### src/rtl/vga_timing_gen.sv
// 640x480@60 raster timing: free-running pixel/line counters plus sync, blank,
// frame strobe and frame counter, all registered so they align with DrawX/DrawY.
module vga_timing_gen #(
  parameter int H_VISIBLE = 640,
  parameter int H_FRONT   = 16,
  parameter int H_SYNC    = 96,
  parameter int H_BACK    = 48,
  parameter int V_VISIBLE = 480,
  parameter int V_FRONT   = 10,
  parameter int V_SYNC    = 2,
  parameter int V_BACK    = 33,
  parameter int FC_WIDTH  = 8
) (
  input  logic                vga_clk,
  input  logic                reset,
  output logic [9:0]          DrawX,
  output logic [9:0]          DrawY,
  output logic                hs,
  output logic                vs,
  output logic                blank,
  output logic                frame_start,
  output logic [FC_WIDTH-1:0] frame_count
);

  localparam logic [9:0] H_LAST   = 10'(H_VISIBLE + H_FRONT + H_SYNC + H_BACK - 1);
  localparam logic [9:0] V_LAST   = 10'(V_VISIBLE + V_FRONT + V_SYNC + V_BACK - 1);
  localparam logic [9:0] H_VIS    = 10'(H_VISIBLE);
  localparam logic [9:0] V_VIS    = 10'(V_VISIBLE);
  localparam logic [9:0] HS_START = 10'(H_VISIBLE + H_FRONT);
  localparam logic [9:0] HS_END   = 10'(H_VISIBLE + H_FRONT + H_SYNC);
  localparam logic [9:0] VS_START = 10'(V_VISIBLE + V_FRONT);
  localparam logic [9:0] VS_END   = 10'(V_VISIBLE + V_FRONT + V_SYNC);

  logic [9:0] hc;
  logic [9:0] vc;
  logic [9:0] hc_next;
  logic [9:0] vc_next;
  logic       line_end;
  logic       frame_end;

  function automatic logic in_window(input logic [9:0] v,
                                     input logic [9:0] lo,
                                     input logic [9:0] hi);
    return (v >= lo) && (v < hi);
  endfunction

  function automatic logic visible(input logic [9:0] x, input logic [9:0] y);
    return (x < H_VIS) && (y < V_VIS);
  endfunction

  always_comb begin
    line_end  = (hc == H_LAST);
    frame_end = line_end && (vc == V_LAST);
    hc_next   = line_end ? 10'd0 : hc + 10'd1;
    vc_next   = vc;
    if (line_end) begin
      vc_next = (vc == V_LAST) ? 10'd0 : vc + 10'd1;
    end
  end

  // Outputs are decoded from the next position so they land on the same edge
  // as the counters; reset forces the position-(0,0) idle values.
  always_ff @(posedge vga_clk) begin
    if (reset) begin
      hc          <= 10'd0;
      vc          <= 10'd0;
      hs          <= 1'b1;
      vs          <= 1'b1;
      blank       <= 1'b1;
      frame_start <= 1'b0;
      frame_count <= '0;
    end else begin
      hc          <= hc_next;
      vc          <= vc_next;
      hs          <= ~in_window(hc_next, HS_START, HS_END);
      vs          <= ~in_window(vc_next, VS_START, VS_END);
      blank       <= visible(hc_next, vc_next);
      frame_start <= frame_end;
      if (frame_end) begin
        frame_count <= frame_count + 1'b1;
      end
    end
  end

  assign DrawX = hc;
  assign DrawY = vc;

endmodule

### config.mk
export PLATFORM = sky130hd
export DESIGN_NAME = vga_timing_gen
export DESIGN_NICKNAME = d
export VERILOG_FILES = /design/src/rtl/vga_timing_gen.sv
export SDC_FILE = /design/constraint.sdc
export NUM_CORES = 1
export LEC_CHECK = 0
export CORE_UTILIZATION = 45
export CTS_CLUSTER_DIAMETER = 100
export DETAILED_ROUTE_END_ITERATION = 10
export PLACE_DENSITY = 0.71
export SLEW_MARGIN = 20
export SYNTH_ARGS = -nofsm -noshare
export SYNTH_HDL_FRONTEND = slang
export SYNTH_SLANG_ARGS = --single-unit
### constraint.sdc
create_clock -name vga_clk -period 4 [get_ports vga_clk]
set_input_delay 0.6 -clock vga_clk [delete_from_list [all_inputs] [get_ports vga_clk]]
set_output_delay 0.6 -clock vga_clk [all_outputs]
set_load 0.01 [all_outputs]
==> flow_summary.toml <==
[run_status]
status = "complete, no violations"

[floorplan]
die_h_um = 64.35
core_um2 = 3689
die_width_um = 64.35
initial_core_util_pct = 47.42
die_area_um2 = 4140
num_rows = 22
io_pins = 34

[logic_synthesis]
synthArstFlopShare_pct = 0
synth_edf_count = 0
synth_ff_type = "dfxtp_1"
synth.avg_cell_area_um2 = 8.879
synth_nets = 204
ys_seq_area_share_pct = 36.62
syn-instance-count = 197
yosys.area.top_type = "dfxtp_1"
synth.distinct_cells = 49
synthTopCellsByCount = "32 x dfxtp_1, 21 x nor2_1, 15 x nand2_1"
syn_area_um2 = 1749
yosys_warnings = 0
yosys_register_bits = 32
synth_top_area_share_pct = 36.62
yosysMostFrequentCell = "dfxtp_1"
ys_top_cells_by_area = "dfxtp_1 37%, nor2_1 4.5%, xnor2_1 4.5%"

[sta]
relSlewSlack_pct = 55.61
finalMaxSlewViolations = 0
final_hold_viol_count = 0
period_needed_ns = 2.396
fin_skew_ns = 0.004002
rsz0062_at_grt = "false"
clock.fmax_mhz = 417.4
finalCritPeriodShare_pct = 59.89
finalSetupViolCount = 0
setup-tns-final_ns = 0
worstMarginPinSlew_ns = 0.6609

[pwr]
power_density_nw_per_um2 = 282.3
ir_drop_uv = 300.8
power_leakage_nw = 0.7416

[route]
vias = 1488
routed_via_density = 5.353
ant_nets = 0
post-route-drc-count = 0
totalWireLength_um = 3625
drt_pass1_iterations = 4
drt-wirelength-per-cell_um = 13.04
drt_iter0_markers = 82

[clock_network]
hold_buffers = 0
cts_inserted_buffers = 5
cts_buffer_depth = 2
cts_resized = 0
htreeDepth = 2
cts_setup_buffers = 0
root_buffer = "clkbuf_8"
worstSkewPairLatency_ns = 0.28
clk_pin_slew_ns = 0.07
cts_tree = "built"
cts_sinks = 32

[layout]
final_core_util_pct = 58.51
layout-drive-gt1-share_pct = 9.130
area_growth_pct = 23.39
fin_nets = 236
n_antenna_cell = 0

[critical_path]
crit_path_end_kind = "flop"
crit_type = "reg2reg"
start_kind = "flop"
critPathMaxFanout = 10
reg2reg_slack_ns = 1.60
cp.arrival_ns = 2.53
crit_required_ns = 4.13

[run]
drv_cap = 0

[grt]
grt_pass1_wl_um = 6230
grt_antenna_before_repair = 0
grt_max_degree = 24
grt_usage_pct = 19.27
grt_pass1_vias = 1444
grt.overflow.total = 0

[hold_path]
hold_path.class = "reg2reg"

[place]
gp_congestion = 0.8103
hpwl_um = 2599
io_buffers = 33
-- routing by layer --
layer | vias up | track usage (%) | share of wire (%)
li1 | 770 | - | -
met1 | 687 | 24.26 | 46
met2 | 28 | 31.32 | 49
met3 | 3 | 4.821 | 4.2
met4 | 0 | 7.500 | 0.58
met5 | - | 0 | 0
-- worst paths after layout --
| check | startpoint | cells past startpoint | end |
|---|---|---|---|
| max reg2reg | DrawX[0] | 6 | vs |
| min | frame_count[7] | 2 | frame_count[7] |
| max | DrawX[0] | 6 | vs |
| min reg2reg | frame_count[7] | 2 | frame_count[7] |
-- through the flow --
stage | hold WS (ns) | power (mW) | instance area [um^2] | setup WS, ns | instances
detailed placement | 0.4853 | 0.3607 | 2066 | 1.587 | 270
finish | 0.4903 | 0.6094 | 2158 | 1.604 | 278
global placement | 0.4748 | 0.3605 | 2066 | 1.592 | 270
global route | 0.5396 | 0.6326 | 2158 | 1.432 | 278
CTS | 0.4948 | 0.6160 | 2158 | 1.580 | 278
floorplan | 0.5023 | 0.3485 | 1749 | 1.934 | 197
-- critical path: stages, from the launching register on --
cell	delay, ns
dfxtp_1	0.42
ha_1	0.23
and4_1	0.31
nand3_2	0.23
o31a_1	0.36
a2111oi_0	0.52
o2111ai_1	0.18
-- cell families after synthesis --
kind of cell    count (synthesis)  synth area share (%)
fa+ha+maj                       5                 3.577
xor+xnor                       16                 8.012
mux                             3                 1.717
flops                          32                 36.62
buf+inv                        14                 5.723
simple gates                   96                 31.69
compound gates                 31                 12.66
-- sequential cells by signal (all words and copies together), names as in the netlist --
register	count
DrawX	10
DrawY	10
blank	1
frame_count	8
frame_start	1
hs	1
vs	1
-- layout make-up --
type	count	area, um^2
inverter	5	18.77
clock buffer	6	82.58
sequential	32	640.6
clock inverter	2	10.01
timing repair buffer	34	337.8
fill	353	1530
tap	48	60.06
multi-input combinational	151	1008
-- cell usage in the layout (no fill, tap or decap), types with 2 or more instances in the layout --
cell and instances:
and3b_1 2, nand2_1 15, o2111ai_1 2, a22oi_1 2, o31ai_1 2, nand3_1 11
dfxtp_1 32, xnor2_1 9, nor2_1 21, o21ai_0 6, nand3_2 2, a21o_1 2
and2_1 4, or3_1 5, nor3b_1 3, nor3_1 9, clkdlybuf4s50_1 33, ha_1 5
and3_1 4, xor2_1 7, nor4_1 4, nand4_1 6, inv_1 5, mux2i_1 3
clkbuf_8 6, clkinv_2 2, a21oi_1 7
-- power breakdown --
part | leakage (nW) | internal (mW) | switching (mW)
logic | 0.432 | 0.0134 | 0.0126
clock network | 0.0510 | 0.137 | 0.119
registers | 0.259 | 0.322 | 0.00494
total | 0.742 | 0.473 | 0.137
(Power assumes the default switching activity.)
